--- src/rtl/cac_fns4_codec.sv ---
// Crosstalk-avoidance codec for a 4-wire TSV bundle.
// The encoder maps a 3-bit word to a 4-bit Fibonacci-numeral (Zeckendorf) code.
// That code is XORed with 1010 so no wire pair ever carries the forbidden 0101 pattern.
// The encoder output is registered onto the TSVs.
// The decoder is purely combinational and also flags received words that are not legal codewords.
module cac_fns4_codec #(
  parameter int BLEN   = 3,
  parameter int TLEN   = 4,
  parameter int FNS_02 = 2,
  parameter int FNS_03 = 3,
  parameter int FNS_04 = 5
) (
  input  logic            clock,
  input  logic            reset,
  input  logic [BLEN-1:0] datain,
  output logic [TLEN-1:0] tsv,
  input  logic [TLEN-1:0] tsv_rx,
  output logic [BLEN-1:0] dataout,
  output logic            dataerr
);

  // XOR mask that turns "no adjacent ones" in the Zeckendorf word into
  // "no adjacent pair matching 0101" on the wires.
  localparam logic [TLEN-1:0] PATTERN = TLEN'(4'b1010);

  // Fibonacci weights, sized to the arithmetic width.
  localparam logic [TLEN-1:0] W2 = TLEN'(FNS_02);
  localparam logic [TLEN-1:0] W3 = TLEN'(FNS_03);
  localparam logic [TLEN-1:0] W4 = TLEN'(FNS_04);

  // Weighted sum of a Zeckendorf word; bit 0 carries an implicit weight of 1.
  function automatic logic [TLEN-1:0] fns_sum(input logic [TLEN-1:0] z);
    logic [TLEN-1:0] s;
    s = {{(TLEN-1){1'b0}}, z[0]};
    if (z[1]) s = s + W2;
    if (z[2]) s = s + W3;
    if (z[3]) s = s + W4;
    return s;
  endfunction

  logic [TLEN-1:0] rem;
  logic [TLEN-1:0] z_enc;
  logic [TLEN-1:0] enc_word;
  logic [TLEN-1:0] z_dec;

  // Greedy MSB-first Zeckendorf conversion, then pattern mapping.
  // Greedy selection is what guarantees no two adjacent ones in z_enc.
  always_comb begin
    // NOTE: every variable gets a default before any branch, so no latch is inferred.
    rem   = TLEN'(datain);
    z_enc = '0;
    if (rem >= W4) begin
      z_enc[3] = 1'b1;
      rem      = rem - W4;
    end
    if (rem >= W3) begin
      z_enc[2] = 1'b1;
      rem      = rem - W3;
    end
    if (rem >= W2) begin
      z_enc[1] = 1'b1;
      rem      = rem - W2;
    end
    z_enc[0] = rem[0];
    enc_word = z_enc ^ PATTERN;
  end

  // TSV driver register; reset loads the encoding of 0 and wins over datain.
  always_ff @(posedge clock) begin
    // NOTE: sequential state uses non-blocking assignments so all flops update together.
    if (reset) tsv <= PATTERN;
    else       tsv <= enc_word;
  end

  // Combinational decoder: undo the mask, sum the weights, flag adjacent ones.
  // Illegal words can sum past 7; the sum is truncated to the data width.
  always_comb begin
    z_dec   = tsv_rx ^ PATTERN;
    dataout = BLEN'(fns_sum(z_dec));
    dataerr = |(z_dec[TLEN-1:1] & z_dec[TLEN-2:0]);
  end

endmodule

--- config.mk ---
export PLATFORM = sky130hd
export DESIGN_NAME = cac_fns4_codec
export DESIGN_NICKNAME = d
export VERILOG_FILES = /design/src/rtl/cac_fns4_codec.sv
export SDC_FILE = /design/constraint.sdc
export NUM_CORES = 1
export LEC_CHECK = 0
export CAP_MARGIN = 30
export CELL_PAD_IN_SITES_DETAIL_PLACEMENT = 0
export CELL_PAD_IN_SITES_GLOBAL_PLACEMENT = 2
export CORE_MARGIN = 2
export CORE_UTILIZATION = 24
export DETAILED_ROUTE_END_ITERATION = 16
export PLACE_DENSITY_LB_ADDON = 0.3
export SLEW_MARGIN = 25
export SYNTH_ARGS = -nofsm -noshare
export SYNTH_HDL_FRONTEND = slang
export SYNTH_SLANG_ARGS = --single-unit
--- constraint.sdc ---
create_clock -name clock -period 4.6 [get_ports clock]
set_clock_uncertainty 0.15 [all_clocks]
set_input_delay 0.92 -clock clock [delete_from_list [all_inputs] [get_ports clock]]
set_output_delay 0.92 -clock clock [all_outputs]
set_load 0.005 [all_outputs]
# Word level (Yosys, flattened, before mapping)
# Index checks and enable logic that the tools add are counted.
# word_totals
ff_bits	4
latchBits	0
ram_bits	0
mem_bits_ro	0
in_bits	9
output_inout_bits	8
elab_cells	23
memories	0
# classes
add_sub_neg	6
multipliers	0
div	0
n_lt_le_gt_ge	3
eq_ne	0
n_shift	0
mux	9
bitwise	3
n_reduce_logical	1
# ops
cell	n
2-to-1 mux 3 bit	3
>= comparator 4 x 2 -> 1 bit, second input constant	2
2-to-1 mux 4 bit	2
2-to-1 mux 1 bit	4
NOT 2 bit	2
subtractor 3 x 3 -> 4 bit, second input constant	1
subtractor 4 x 2 -> 4 bit, second input constant	1
adder 1 x 2 -> 3 bit, second input constant	1
adder 3 x 2 -> 3 bit, second input constant	1
adder 3 bit, second input constant	1
bitwise AND 3 bit	1
>= comparator 3 bit, second input constant	1
OR reduction 3 bit	1
subtractor 1 bit, second input constant	1

# Logic depth before layout (Yosys ltp)
# Gate-level depths: netlist (run 1).
# depth
depth_word	7
depth_mapped	11
mapped_depth_nobuf	11

# Least setup slack after synthesis (run 1)
# OpenSTA, ideal clock, no wires.
# synth_timing
path_kind	in2out
startpoint	input port tsv_rx[0]
endpoint	output port dataout[1]
arrival_ns	1.876
t_required_ns	3.530
path_slack_ns	1.654
stages	5
n_path_buf	0
path_cell_list	inv_1 ha_1 mux2i_1 ha_1 mux2_2
# synth_via
elab_chain_len	6
# synth_rtl
item	line_no	source
start, declared	17	input logic [TLEN-1:0] tsv_rx,
adder 1 x 2 -> 3 bit	35	if (z[1]) s = s + W2;
2-to-1 mux 3 bit (*)	35	
adder 3 x 2 -> 3 bit	36	if (z[2]) s = s + W3;
2-to-1 mux 3 bit (*)	36	
adder 3 bit	37	if (z[3]) s = s + W4;
2-to-1 mux 3 bit (*)	37	
end, declared	18	output logic [BLEN-1:0] dataout,
# Mark *: on every way between the ends. The rest lies on a longest branch, timed or not.

# Worst setup path in the final report (run 1)
# Same ends and word-level chain as after synthesis.

==> results by group, run 1 <==
Outcome
  – Status: complete, no violations

Global routing
  – Gr usage total: between 8 and 9%
  – Global-route wire length before repair: 1400 um
  – Largest net degree at the start of global routing: 9
  – Vias in the first global route: around 360
  – GRT overflow: 0
  – Antenna violations before repair: 0

Pwr
  – Power Dens Cells: between 200 and 250 nW/um2
  – Lkg Pwr: between 0.2 and 0.3 nW
  – Max IR drop VDD: 0.00006427 V
  – Power Total: 0.0001537 W

Routing
  – DRT Pass-1 Iters: 3
  – Antenna Nets Post-Route: 0
  – Drc violations: 0
  – Vias: approximately 400
  – Routed WL per cell: approximately 9 um
  – WL final: about 850 um
  – DR iter-0 viols: 8
  – Post-DR vias/cell: between 4 and 5

Clock tree
  – TritonCTS clock tree: done
  – Resized cells post-CTS: 0
  – Longest Clk Path Bufs: 2
  – Clock Sinks: 4
  – CTS buffer count: 3
  – Post-CTS Hold Buffers: 0
  – Root Buffer: clkbuf_4
  – # Post-CTS Setup Buffers: 0
  – Clock-pin slew on the worst setup and hold paths: about 40 ps
  – H-Tree Depth: 1

Timing
  – Max_slew headroom: 77.11%
  – Finish-stage setup viols: 0
  – Fmax: approximately 250 MHz
  – Slew Limit Fails: 0
  – RSZ-0062 raised after global routing: no
  – Least-Margin Pin Slew: between 300 and 400 ps
  – Setup TNS: 0 ps
  – Final hold vios: 0
  – Min Clock Period, post-route: 3975 ps
  – Final period utilization: between 80% and 90%

Final layout
  – Nets: between 80 and 90
  – Final Cell Area: between 600 and 700 um2
  – Flip-flop count of the largest register after layout: 4
  – Final Instance Count excl. Fillers: between 90 and 100
  – Area Growth Syn to Fin: 49.85%
  – Reg with most FFs: tsv
  – Layout cell share with drive strength beyond 1: roughly 8.6%
  – FF+latch area: approximately 80 um2
  – # fillers: 180
  – Area taken by multi-input logic gates: 326.6 um2
  – Antenna Cells: 0
  – Biggest registers after layout: tsv: 4 flops

Logic synthesis
  – Area contributors post-synth: ha_1, dfxtp_1, xnor2_1
  – Syn. warnings: 0
  – Post-synth EDFFs: 0
  – Commonest cells post-synth: ha_1, inv_1, a21oi_1, dfxtp_1, nor2_1
  – Asr flop ratio synth: 0%
  – Top_reg_cell synth: dfxtp_1
  – Post-Syn Area: around 430 um2
  – Synth top area share: between 20% and 30%
  – Register area share after synthesis: 18.66%
  – Yosys cell types: 26
  – Syn_area_per_cell: between 8 and 9 um2
  – Post-Syn Nets: 67
  – Synth Instances: 51
  – FF+latch count, synth: 4
  – Most common cell in the synthesized netlist: ha_1
  – Post-synth top area cell: ha_1

Worst setup path
  – CP Cell Sequence: clkdlybuf4s50_1 -> inv_1 -> ha_1 -> mux2i_1 -> ha_1 -> mux2_2 -> clkdlybuf4s50_1
  – Slowest cell delay on critical path: between 500 and 600 ps
  – CP required: ~3500 ps
  – CP Launch Type: input port
  – WP buf/inv: 3
  – Critical path class: input port to primary output
  – Critical path capture point type: primary output
  – Cell family with most CP delay: buffers and inverters
  – Instance count on the critical path: 7
  – CP max stage cell: clkdlybuf4s50_1
  – CP arrival: approximately 2900 ps
  – Critical path fanouts, max: 3

Floorplanning
  – Core ar.: about 1700 um2
  – I/O pin total: 17
  – Die Y: around 46 um
  – Die width: 46.29 um
  – Die area: around 2100 um2
  – Initial core utilization: about a quarter
  – Num rows: 15

Placed design
  – Post-detail-place hpwl: between 600 and 700 um
  – Placed cells: between 90 and 100
  – Gpl congestion: just under 0.7
  – IO Port Bufs: 16
  – DP Area: 620.6 um2

Run
  – Max_cap viols: 0

Min path
  – WHS Path Cells: 2
  – Type of the most critical hold path: input port to register
==> per-layer routing <==
layer  track usage [%]  vias up  wire (um)
li1                  -      225          -
met1             12.30      163        418
met2             13.61        9        386
met3             1.176        0         45
met4             3.429        0          0
met5                 0        -          0
==> path summary, 6_finish.rpt <==
check / from / slack, ps / endpoint
max: tsv_rx[0] / 630 / dataout[1]
min: reset / 1170 / tsv[2]
==> power by group <==
| group | internal [W] | switching (W) |
|---|---|---|
| sequential | 0.0000395 | 0.000000893 |
| clock | 0.0000290 | 0.0000122 |
| combinational | 0.0000423 | 0.0000298 |
| total | 0.000111 | 0.0000429 |
==> per-stage QoR <==
step                      util (%)  hold WS, ps  worst slack [ps]
after floorplan                  -        842.4              1654
after global placement       36.34         1408             638.3
after detailed placement     36.34         1411             620.3
after CTS                    37.66         1172             613.1
after global routing         37.66         1184             509.8
final                        37.66         1173             625.1
==> cell usage in the layout (no fill, tap or decap) <==
| master | n |
|---|---|
| o22ai_1 | 1 |
| a311oi_1 | 1 |
| a21o_1 | 1 |
| a21o_2 | 1 |
| dfxtp_1 | 4 |
| clkbuf_4 | 3 |
| o211ai_1 | 1 |
| nor2_1 | 4 |
| or2_1 | 1 |
| nand3b_1 | 1 |
| mux2_2 | 1 |
| inv_1 | 6 |
| a311o_1 | 1 |
| o21bai_1 | 1 |
| a21oi_1 | 4 |
| ha_1 | 7 |
| a31o_1 | 1 |
| a221oi_2 | 1 |
| a2bb2oi_1 | 1 |
| mux2i_1 | 1 |
| xnor2_1 | 3 |
| xor2_1 | 2 |
| nand2b_1 | 2 |
| o21ai_0 | 2 |
| nand2_1 | 1 |
| o21ai_1 | 1 |
| nor3_1 | 1 |
| clkdlybuf4s50_1 | 16 |
==> layout make-up <==
type | count | share of cell area [%]
inverters | 6 | 3.502
flip-flops and latches | 4 | 12.45
well taps | 25 | 4.864
clock buffers | 3 | 3.502
multi-input cells | 41 | 50.78
repair buffers | 16 | 24.90
==> cell families after synthesis <==
family          count (synthesis)  synth area share [%]
mux                             2                 4.956
xor+xnor                        5                 10.21
fa+ha+maj                       7                 20.41
simple gates                   10                 11.66
flops                           4                 18.66
buf+inv                         6                 5.247
compound gates                 17                 28.87
(Power assumes the default switching activity.)
==> inputs of run 2 (changes only) <==
CORE_UTILIZATION = 26   (was 24)
CTS_BUF_LIST = sky130_fd_sc_hd__clkbuf_8   (was not set)
SLEW_MARGIN = 40   (was 25)
==> run 2 against run 1 <==
Net effect:
- sequential power barely moved
- critical path depth did not move
- final area up 1.2%
- critical endpoint unchanged
- hold slack improved by 24 ps
- maximum frequency barely moved
- combinational power about the same
- global-route usage increased by 1.7 points
- die area decreased by 7.0%
- total power increased by 20%
- first-iteration DRC count decreased by 63%
- clock power up 75%
==> results by group, run 2 (same netlist as run 1, synthesis figures left out) <==
Outcome
  – Status: complete, no violations

Routing
  – DR iter-0 viols: 3
  – WL final: about 900 um
  – Routed wl met2: 357 um
  – Met1 Routed Length: between 400 and 500 um
  – Routed met3 length: ~54 um
  – DRT Pass-1 Iters: 2
  – Post-DR vias/cell: approximately 4.8
  – Vias: about 400
  – Antenna Nets Post-Route: 0
  – Highest Signal Layer: met3
  – Drc violations: 0
  – Routed WL per cell: about 10 um

Clock tree
  – Root Buffer: clkbuf_8
  – Resized cells post-CTS: 0
  – # Post-CTS Setup Buffers: 0
  – CTS buffer count: 3
  – Clock Sinks: 4
  – H-Tree Depth: 1
  – Longest Clk Path Bufs: 2
  – Clock-pin slew on the worst setup and hold paths: approximately 30 ps
  – Post-CTS Hold Buffers: 0
  – TritonCTS clock tree: done

Final layout
  – Nets: between 80 and 90
  – Biggest registers after layout: tsv: 4 flops
  – Flip-flop count of the largest register after layout: 4
  – Layout cell share with drive strength beyond 1: between 8 and 9%
  – Commonest non-fill, non-tap cells in the layout: clkdlybuf4s50_1, ha_1, inv_1
  – Reg with most FFs: tsv
  – Area Growth Syn to Fin: 51.60%
  – Antenna Cells: 0
  – Most common cell after layout, fill and taps aside: clkdlybuf4s50_1

Global routing
  – Antenna violations before repair: 0
  – GRT overflow: 0
  – Global-route wire length before repair: 1511 um
  – Gr usage total: between 10% and 20%
  – Largest net degree at the start of global routing: 9
  – Vias in the first global route: ~380

Floorplanning
  – Die area: around 2000 um2
  – Die width: roughly 45 um
  – Die Y: between 40 and 50 um
  – Num rows: 14
  – Core ar.: around 1500 um2
  – Initial core utilization: between 20% and 30%
  – I/O pin total: 17

Pwr
  – Max IR drop VDD: between 0.00009 and 0.0001 V
  – Power Total: 0.0001850 W
  – Lkg Pwr: about 0.29 nW
  – Power Dens Cells: 284.4 nW/um2

Worst setup path
  – Critical path class: input port to primary output
  – Critical path capture point type: primary output
  – CP Launch Type: input port
  – CP required: between 3000 and 4000 ps
  – Critical path fanouts, max: 3
  – CP arrival: 2900 ps

Placed design
  – Post-detail-place hpwl: between 700 and 800 um
  – IO Port Bufs: 16
  – Gpl congestion: between 0.7 and 0.8

Timing
  – Final period utilization: 86.34%
  – Max_slew headroom: roughly four fifths
  – Min Clock Period, post-route: 3972 ps
  – Fmax: between 200 and 300 MHz
  – RSZ-0062 raised after global routing: no
  – Setup TNS: 0 ps
  – Finish-stage setup viols: 0
  – Least-Margin Pin Slew: 291.8 ps
  – Slew Limit Fails: 0
  – Final hold vios: 0

Run
  – Max_cap viols: 0

Min path
  – Type of the most critical hold path: input port to register
-- run 2: path summary, 6_finish.rpt --
check                     start         end  slack (ps)  depth (start not counted)
worst min-delay path      reset      tsv[2]        1200                          2
worst max-delay path  tsv_rx[0]  dataout[1]         630                          7
-- run 2: layout make-up --
cell class | instances | area, um2
Sequential cell | 4 | 80.08
Timing Repair Buffer | 16 | 160.2
Multi-Input combinational cell | 41 | 326.6
Clock buffer | 3 | 41.29
Inverter | 6 | 22.52
Tap cell | 16 | 20.02
Fill cell | 157 | 873.3
-- run 2: through the flow --
stage	instances	hold WS (ps)	util, %	instance area (um2)	setup slack, ps
after floorplan	51	842.4	-	429.2	1654
after global placement	83	1431	39.98	609.3	642.8
after detailed placement	83	1419	39.98	609.3	611.1
after CTS	86	1202	42.69	650.6	612.6
after global routing	86	1216	42.69	650.6	532.3
final	86	1197	42.69	650.6	628.2
-- run 2: critical path, cell delays in order --
cell,delay (ps)
clkdlybuf4s50_1,520
inv_1,60
ha_1,280
mux2i_1,170
ha_1,250
mux2_2,250
clkdlybuf4s50_1,440
-- run 2: report_power, final --
group / internal [W] / total [W] / switching [W]
registers: 0.0000396 / 0.0000405 / 0.000000940
clock network: 0.0000556 / 0.0000722 / 0.0000165
logic: 0.0000423 / 0.0000723 / 0.0000300
-- run 2: routing by layer --
layer | vias up | global-route usage [%]
met4 | 0 | 7.273
li1 | 223 | -
met1 | 173 | 13.59
met5 | - | 0
met3 | 0 | 3.673
met2 | 15 | 14.49
==> inputs of run 3 (changes only) <==
RECOVER_POWER = 50   (was not set)
REMOVE_ABC_BUFFERS = 1   (was not set)
TNS_END_PERCENT = 20   (was not set)
==> run 3 against run 2 <==
Net effect:
- final area fell by 0.19%
- sequential cell count unchanged
- highest routed layer unchanged
- first-iteration DRC count did not move
- count of clock-buffer cells in the layout did not move
- core utilization shrank 0.082 points
- combinational power is 3% lower
- final cell count unchanged
- hold slack hardly changed
==> results by group, run 3 (same netlist as run 1, synthesis figures left out) <==
Placed design
  – DP Area: roughly 610 um2
  – Gpl congestion: between 0.7 and 0.8
  – Post-detail-place hpwl: between 700 and 800 um
  – IO Port Bufs: 16

Worst setup path
  – Slowest cell delay on critical path: 520 ps
  – CP max stage cell: clkdlybuf4s50_1
  – Worst Setup EP: dataout[1]
  – CP Launch Type: input port
  – WP buf/inv: 3
  – Instance count on the critical path: 7
  – Critical path capture point type: primary output
  – Critical path class: input port to primary output
  – Critical path fanouts, max: 3
  – Setup crit start: tsv_rx[0]
  – CP required: 3530 ps
  – Cell family with most CP delay: buffers and inverters
  – CP Cell Sequence: clkdlybuf4s50_1 -> inv_1 -> ha_1 -> mux2i_1 -> ha_1 -> mux2_2 -> clkdlybuf4s50_1
  – CP arrival: approximately 2900 ps

Final layout
  – Final Cell Area: 649.4 um2
  – Most common cell after layout, fill and taps aside: clkdlybuf4s50_1
  – Layout cell share with drive strength beyond 1: just over 7%
  – Commonest non-fill, non-tap cells in the layout: clkdlybuf4s50_1, ha_1, inv_1
  – Reg with most FFs: tsv
  – Area Growth Syn to Fin: 51.31%
  – Antenna Cells: 0
  – Biggest registers after layout: tsv: 4 flops
  – Nets: just under 90
  – Flip-flop count of the largest register after layout: 4

Floorplanning
  – Die width: roughly 45 um
  – Core ar.: between 1500 and 2000 um2
  – Num rows: 14
  – Die area: between 1500 and 2000 um2
  – Die Y: 44.63 um
  – I/O pin total: 17
  – Initial core utilization: approximately 28%

Min path
  – Hold Crit Start: reset
  – Type of the most critical hold path: input port to register

Clock tree
  – Longest Clk Path Bufs: 2
  – Clock-pin slew on the worst setup and hold paths: around 30 ps
  – Post-CTS Hold Buffers: 0
  – Root Buffer: clkbuf_8
  – CTS buffer count: 3
  – TritonCTS clock tree: done
  – # Post-CTS Setup Buffers: 0
  – Resized cells post-CTS: 0
  – Clock Sinks: 4
  – H-Tree Depth: 1

Global routing
  – Global-route wire length before repair: approximately 1500 um
  – Met3 usage: between 3 and 4%
  – Gr usage total: 10.57%
  – Vias in the first global route: ~380
  – Antenna violations before repair: 0
  – Largest net degree at the start of global routing: 9
  – GRT Max-Usage Layer: met2
  – GRT overflow: 0
  – GR Util met2: 14.49%
  – Global routing usage on met1: a little over an eighth

Pwr
  – Max IR drop VDD: about 0.000092 V
  – Power Dens Cells: approximately 280 nW/um2
  – Lkg Pwr: around 0.29 nW

Run
  – Max_cap viols: 0

Timing
  – Setup TNS: 0 ps
  – Max_slew headroom: roughly four fifths
  – Final hold vios: 0
  – RSZ-0062 raised after global routing: no
  – Finish-stage setup viols: 0
  – Fmax: about 250 MHz
  – Min Clock Period, post-route: about 4000 ps
  – Least-Margin Pin Slew: approximately 290 ps
  – Final period utilization: between 80 and 90%
  – Slew Limit Fails: 0

Routing
  – DRT Pass-1 Iters: 2
  – WL final: just under 900 um
  – Vias: approximately 410
  – Antenna Nets Post-Route: 0
  – Drc violations: 0
  – Post-DR vias/cell: 4.779
  – Routed WL per cell: 10.33 um
  – DR iter-0 viols: 3

Outcome
  – Status: complete, no violations
## run 3: power breakdown
group	switching (W)	total (W)	internal (W)	leakage (nW)
clock	0.0000165	0.0000721	0.0000556	0.0216
sequential	0.000000730	0.0000403	0.0000396	0.0335
combinational	0.0000301	0.0000703	0.0000402	0.234
total	0.0000473	0.000183	0.000135	0.289
## run 3: how the worst min path moves through the flow
stage | endpoint | cells past startpoint
after floorplan | tsv[0] | 1
after global placement | tsv[2] | 2
after detailed placement | tsv[2] | 2
after CTS | tsv[2] | 2
after global routing | tsv[2] | 2
final | tsv[2] | 2
## run 3: layout make-up
cell class | instances | area, um2
fill | 158 | 874.6
multi-input combinational | 41 | 325.3
timing repair buffer | 16 | 160.2
sequential | 4 | 80.08
clock buffer | 3 | 41.29
inverter | 6 | 22.52
tap | 16 | 20.02
## run 3: through the flow
stage,util (%),instances,worst slack [ps],power [W],hold WS [ps]
final,42.61,86,628.2,0.0001827,1197
after global routing,42.61,86,532.3,0.0001969,1216
after CTS,42.69,86,612.6,0.0001882,1202
after detailed placement,39.98,83,611.1,0.0001136,1419
after global placement,39.98,83,642.8,0.0001141,1431
after floorplan,-,51,1654,0.00007893,842.4
## run 3: per-layer routing
| metal | wire (um) | up-vias |
|---|---|---|
| met3 | 54 | 0 |
| met5 | 0 | - |
| met1 | 479 | 174 |
| met2 | 353 | 15 |
| met4 | 0 | 0 |
| li1 | - | 222 |
